===== src/rtl/imem_loader_if.sv =====
// rtl/imem_loader_if.sv - boot word stream and instruction memory write port bundle
interface imem_loader_if #(
  parameter int ADDR_W = 10
);
  logic              in_valid;
  logic              in_ready;
  logic [31:0]       in_data;
  logic              in_last;
  logic              imem_we;
  logic [ADDR_W-1:0] imem_addr;
  logic [31:0]       imem_wdata;

  // master: host source that also observes the memory write port
  modport master (
    output in_valid, in_data, in_last,
    input  in_ready, imem_we, imem_addr, imem_wdata
  );

  // slave: the loader itself
  modport slave (
    input  in_valid, in_data, in_last,
    output in_ready, imem_we, imem_addr, imem_wdata
  );
endinterface


===== src/rtl/imem_loader.sv =====
// rtl/imem_loader.sv - clears instruction memory to NOP, loads a boot image, then releases cpu reset
module imem_loader #(
  parameter int          DEPTH      = 1024,
  parameter int          ADDR_W     = 10,
  parameter logic [31:0] NOP_WORD   = 32'h00000013,
  parameter int          RESET_HOLD = 2
) (
  input  logic              clk,
  input  logic              reset,
  input  logic              start,
  imem_loader_if.slave      bus,
  output logic              cpu_reset,
  output logic              busy,
  output logic              done,
  output logic [ADDR_W:0]   word_count,
  output logic              overflow
);

  localparam int HOLD_W = (RESET_HOLD > 1) ? $clog2(RESET_HOLD) : 1;
  localparam logic [HOLD_W-1:0] HOLD_LAST  = HOLD_W'(RESET_HOLD - 1);
  localparam logic [ADDR_W-1:0] ADDR_LAST  = ADDR_W'(DEPTH - 1);
  localparam logic [ADDR_W:0]   COUNT_LAST = (ADDR_W + 1)'(DEPTH - 1);

  typedef enum logic [2:0] {
    S_IDLE,
    S_CLEAR,
    S_LOAD,
    S_HOLD,
    S_RUN
  } state_t;

  state_t            state, state_next;
  logic [ADDR_W-1:0] addr_cnt, addr_next;
  logic [ADDR_W:0]   count_next;
  logic              ovf_next;
  logic [HOLD_W-1:0] hold_cnt, hold_next;

  always_comb begin
    state_next     = state;
    addr_next      = addr_cnt;
    count_next     = word_count;
    ovf_next       = overflow;
    hold_next      = hold_cnt;
    bus.in_ready   = 1'b0;
    bus.imem_we    = 1'b0;
    bus.imem_addr  = addr_cnt;
    bus.imem_wdata = NOP_WORD;

    case (state)
      S_IDLE, S_RUN: begin
        if (start) begin
          state_next = S_CLEAR;
          addr_next  = '0;
          count_next = '0;
          ovf_next   = 1'b0;
        end
      end

      // Address wraps to 0 after DEPTH-1 because DEPTH is a power of two
      S_CLEAR: begin
        bus.imem_we = 1'b1;
        addr_next   = addr_cnt + 1'b1;
        if (addr_cnt == ADDR_LAST) begin
          state_next = S_LOAD;
        end
      end

      S_LOAD: begin
        bus.in_ready   = 1'b1;
        bus.imem_we    = bus.in_valid;
        bus.imem_wdata = bus.in_data;
        if (bus.in_valid) begin
          addr_next  = addr_cnt + 1'b1;
          count_next = word_count + 1'b1;
          if (word_count == COUNT_LAST) begin
            // memory is full: stop even if the image claims to continue
            state_next = S_HOLD;
            hold_next  = '0;
            ovf_next   = overflow | ~bus.in_last;
          end else if (bus.in_last) begin
            state_next = S_HOLD;
            hold_next  = '0;
          end
        end
      end

      S_HOLD: begin
        if (hold_cnt == HOLD_LAST) begin
          state_next = S_RUN;
        end else begin
          hold_next = hold_cnt + 1'b1;
        end
      end

      default: state_next = S_IDLE;
    endcase
  end

  always_ff @(posedge clk) begin
    if (reset) begin
      state      <= S_IDLE;
      addr_cnt   <= '0;
      word_count <= '0;
      overflow   <= 1'b0;
      hold_cnt   <= '0;
      cpu_reset  <= 1'b1;
    end else begin
      state      <= state_next;
      addr_cnt   <= addr_next;
      word_count <= count_next;
      overflow   <= ovf_next;
      hold_cnt   <= hold_next;
      cpu_reset  <= (state_next != S_RUN);
    end
  end

  assign busy = (state == S_CLEAR) || (state == S_LOAD) || (state == S_HOLD);
  assign done = (state == S_RUN);

endmodule


===== src/flat_wrapper.sv =====
// flat-port wrapper written by rule: the top's interface ports become plain ports
module imem_loader_flat 
#(
  parameter int          DEPTH      = 1024,
  parameter int          ADDR_W     = 10,
  parameter logic [31:0] NOP_WORD   = 32'h00000013,
  parameter int          RESET_HOLD = 2
)
  (clk, reset, start, cpu_reset, busy, done, word_count, overflow, bus_in_valid, bus_in_data, bus_in_last, bus_in_ready, bus_imem_we, bus_imem_addr, bus_imem_wdata);
  imem_loader_if #(.ADDR_W(ADDR_W)) bus_i ();
  input  logic clk;
  input  logic reset;
  input  logic start;
  output logic cpu_reset;
  output logic busy;
  output logic done;
  output logic [ADDR_W:0] word_count;
  output logic overflow;
  input wire logic [$bits(bus_i.in_valid)-1:0] bus_in_valid;
  input wire logic [$bits(bus_i.in_data)-1:0] bus_in_data;
  input wire logic [$bits(bus_i.in_last)-1:0] bus_in_last;
  output wire logic [$bits(bus_i.in_ready)-1:0] bus_in_ready;
  output wire logic [$bits(bus_i.imem_we)-1:0] bus_imem_we;
  output wire logic [$bits(bus_i.imem_addr)-1:0] bus_imem_addr;
  output wire logic [$bits(bus_i.imem_wdata)-1:0] bus_imem_wdata;
  assign bus_i.in_valid = bus_in_valid;
  assign bus_i.in_data = bus_in_data;
  assign bus_i.in_last = bus_in_last;
  assign bus_in_ready = bus_i.in_ready;
  assign bus_imem_we = bus_i.imem_we;
  assign bus_imem_addr = bus_i.imem_addr;
  assign bus_imem_wdata = bus_i.imem_wdata;
  imem_loader #(.DEPTH(DEPTH), .ADDR_W(ADDR_W), .NOP_WORD(NOP_WORD), .RESET_HOLD(RESET_HOLD)) u_core (.clk(clk), .reset(reset), .start(start), .bus(bus_i), .cpu_reset(cpu_reset), .busy(busy), .done(done), .word_count(word_count), .overflow(overflow));
endmodule

===== config.mk =====
export PLATFORM = sky130hd
export DESIGN_NAME = imem_loader_flat
export DESIGN_NICKNAME = d
export VERILOG_FILES = /design/src/rtl/imem_loader_if.sv /design/src/rtl/imem_loader.sv /design/src/flat_wrapper.sv
export SDC_FILE = /design/constraint.sdc
export NUM_CORES = 1
export LEC_CHECK = 0
export CAP_MARGIN = 20
export CORE_ASPECT_RATIO = 1.5
export CORE_MARGIN = 1
export CORE_UTILIZATION = 35
export CTS_BUF_LIST = sky130_fd_sc_hd__clkbuf_4
export CTS_CLUSTER_SIZE = 10
export DETAILED_ROUTE_END_ITERATION = 6
export PLACE_DENSITY_LB_ADDON = 0.3
export REMOVE_ABC_BUFFERS = 1
export SLEW_MARGIN = 20
export SYNTH_ARGS = -nofsm -noshare
export SYNTH_HDL_FRONTEND = slang
export SYNTH_SLANG_ARGS = --single-unit
export TNS_END_PERCENT = 5

===== constraint.sdc =====
create_clock -name clk -period 1.7 [get_ports clk]
set_input_delay 0.425 -clock clk [delete_from_list [all_inputs] [get_ports clk]]
set_output_delay 0.425 -clock clk [all_outputs]
set_load 0.05 [all_outputs]

==> results_dict.tcl <==
set metrics [dict create \
    outcome "finished with violations" \
    violations "DRC, setup timing" \
    row_count 29 \
    core_area_um2 4282 \
    fin_cells 360 \
    required_ns 1.27 \
    clock_skew_ns 0.01007 \
    rsz0062_at_grt "yes" \
    dp.cells 351 \
    die_x_um 56.87 \
    fmax_mhz 488.6 \
    layout_min_cycle_time_ns 2.047 \
    p_per_area_nw_per_um2 344.1 \
    grt_max_degree 18 \
    fin_tns_setup_ns -10.57 \
    n_antenna_cell 0 \
    leakage_nw 1.411 \
    fillers 221 \
    routabilityCongestion 0.8557 \
    drc_errors 8 \
    synth_cells 187 \
    viasPerCell 5.378 \
    yosys_warnings 0 \
    synth_area_um2 1580 \
    ys_async_sr_fraction 0 \
    drive_above_1_share 0.4873 \
    h-tree-depth 1 \
    cp-start-kind "register" \
    crit_fanout 8 \
    worstSetupPathType "reg2out" \
    cts_tree "built" \
    grt_pass1_wl_um 10190 \
    first_pass_iters 6 \
    maxCapViolCount 0 \
    synth_seq_cells 27 \
    start_util 0.3691 \
    ios 96 \
    synth_cell_types 45 \
    layout_commonest_cell "buf_12" \
    arrival_ns 1.62 \
    synth_top_cell_area_share 0.3420 \
    track_usage 0.2785 \
    area_growth_syn_to_layout_pct 126.0 \
    die_h_um 84.30 \
    synth.area.top_cells "dfxtp_1, and2_1, nor2_1, a21oi_1, xor2_1" \
    dp_hpwl_um 4261 \
    place_ws_ns -0.3233 \
    slew_violations 0 \
    dieArea_um2 4793 \
    setup_violations 35 \
    stdcell_area_um2 3572 \
    synth_edf_count 0 \
    gr-total-overflow 0 \
    yosysTopAreaCell "dfxtp_1" \
    port-buffer-count 95 \
    worst_pin_slew_ns 0.3612 \
    ys_seq_area_frac 0.3420 \
    slew_headroom 0.7570 \
    clkTransAtPathRegs_ns 0.16 \
    cts_max_path_buffers 2 \
    gr-usage-met1 0.2803 \
    wl_per_cell_um 17.99 \
    routed_wirelength_um 6475 \
    cts_buffers 3 \
    synth.avg_cell_area_um2 8.451 \
    hp-class "reg2reg" \
    finish.utilization 0.8343 \
    synth_flop_cell "dfxtp_1" \
    setup_slack_ns -0.3465 \
    busiest_layer "met2" \
    dr_total_vias 1936 \
    grt_use_met2 0.5346 \
    clock_latency_ns 0.34 \
    final_hold_viol_count 0 \
    grt_pass1_vias 1992 \
    cts_sinks 27 \
    root_buffer "clkbuf_4" \
    drt_first_iter_violations 70 \
    period_share 1.204 \
    placed_cell_area_um2 3303 \
    final_nets 354 \
    final_antenna_net_count 0 \
    final_cell_mix "buf_12, clkdlybuf4s50_1, buf_4" \
    cts_hold_buf 0 \
    cp-end-kind "output port" \
    peakVddDrop_v 0.0003962 \
    antenna_found_initial 0 \
    use_met3 0.04006 \
]
==> cell families (layout without fill, tap and decap cells) <==
logic type | count (synthesis) | in the layout | share of synthesized area
compound gates | 36 | 36 | 0.1544
xor+xnor | 10 | 10 | 0.05542
fa+ha+maj | 2 | 2 | 0.01583
buf+inv | 12 | 139 | 0.04117
flops | 27 | 27 | 0.3420
mux | 1 | 1 | 0.007125
simple gates | 99 | 99 | 0.3840
==> worst paths after layout <==
path / cells past startpoint / start / endpoint / slack [ns]
max: 6 / u_core.state[1] / bus_imem_wdata[8] / -0.35
min: 2 / u_core.overflow / u_core.overflow / 0.52
max reg2reg: 6 / u_core.state[1] / u_core.bus.imem_addr[6] / 0.01
min reg2reg: 2 / u_core.overflow / u_core.overflow / 0.52
==> registers in the layout (all words and copies together), names as in the netlist <==
name	cells
u_core.hold_cnt	1
u_core.bus.imem_addr	10
u_core.cpu_reset	1
u_core.word_count	11
u_core.overflow	1
u_core.state	3
==> synthesized netlist by cell type, types with 2 or more instances <==
cell type  instances
o2111ai_1          2
buf_6              2
nor2b_1            3
nand3_1            6
buf_2              4
nand2_1           12
nand3b_1           2
nand2b_1           5
and2_1            31
and4_1             3
clkbuf_1           2
o31ai_1            5
dfxtp_1           27
xnor2_1            4
or4_1              4
nor2_1            20
xor2_1             6
nor3b_4            2
a21oi_1           14
ha_1               2
o211ai_1           3
inv_1              3
a31oi_1            3
==> report_power, final <==
part	total, W	switching, W	internal (W)	leakage [nW]
clock	0.000315	0.000207	0.000108	0.0184
sequential	0.000646	0.00000779	0.000638	0.219
combinational	0.000269	0.000113	0.000155	1.17
total	0.00123	0.000328	0.000902	1.41
==> critical path, cell delays in order (launching register included) <==
cell	delay (ns)
dfxtp_2	0.36
nor2b_4	0.15
nor2b_4	0.22
buf_12	0.14
buf_16	0.12
and2_4	0.15
buf_12	0.13
==> through the flow <==
stage | hold WS [ns] | total power, W
final | 0.5198 | 0.001229
after global routing | 0.5552 | 0.001268
after CTS | 0.5150 | 0.001214
after detailed placement | 0.4769 | 0.0009066
after global placement | 0.4731 | 0.0009025
after floorplan | 0.4874 | 0.0007401
==> per-layer routing <==
| layer | share of wire | routed length (um) | vias to the layer above |
|---|---|---|---|
| li1 | - | - | 918 |
| met1 | 0.34 | 2202 | 906 |
| met2 | 0.56 | 3627 | 88 |
| met3 | 0.049 | 319 | 24 |
| met4 | 0.050 | 325 | 0 |
| met5 | 0 | 0 | - |
==> final cells by class <==
cell class              instances  area (um^2)  share of cell area
multi-input cells             148         1105              0.3093
flip-flops and latches         27        546.8              0.1531
inverters                       3        11.26            0.003152
repair buffers                132         1822              0.5100
well taps                      46        57.56             0.01611
clock buffers                   4        30.03            0.008406
==> timing repair <==
action | in CTS | in global routing
setup endpoints to repair | 36 | 46
setup buffers | 3 | 1
hold endpoints to repair | 0 | 0
gates resized for setup | 51 | 8
gates cloned | 2 | 0
pin swaps | 10 | 7
No activity file was read; power rests on OpenSTA's default activity.
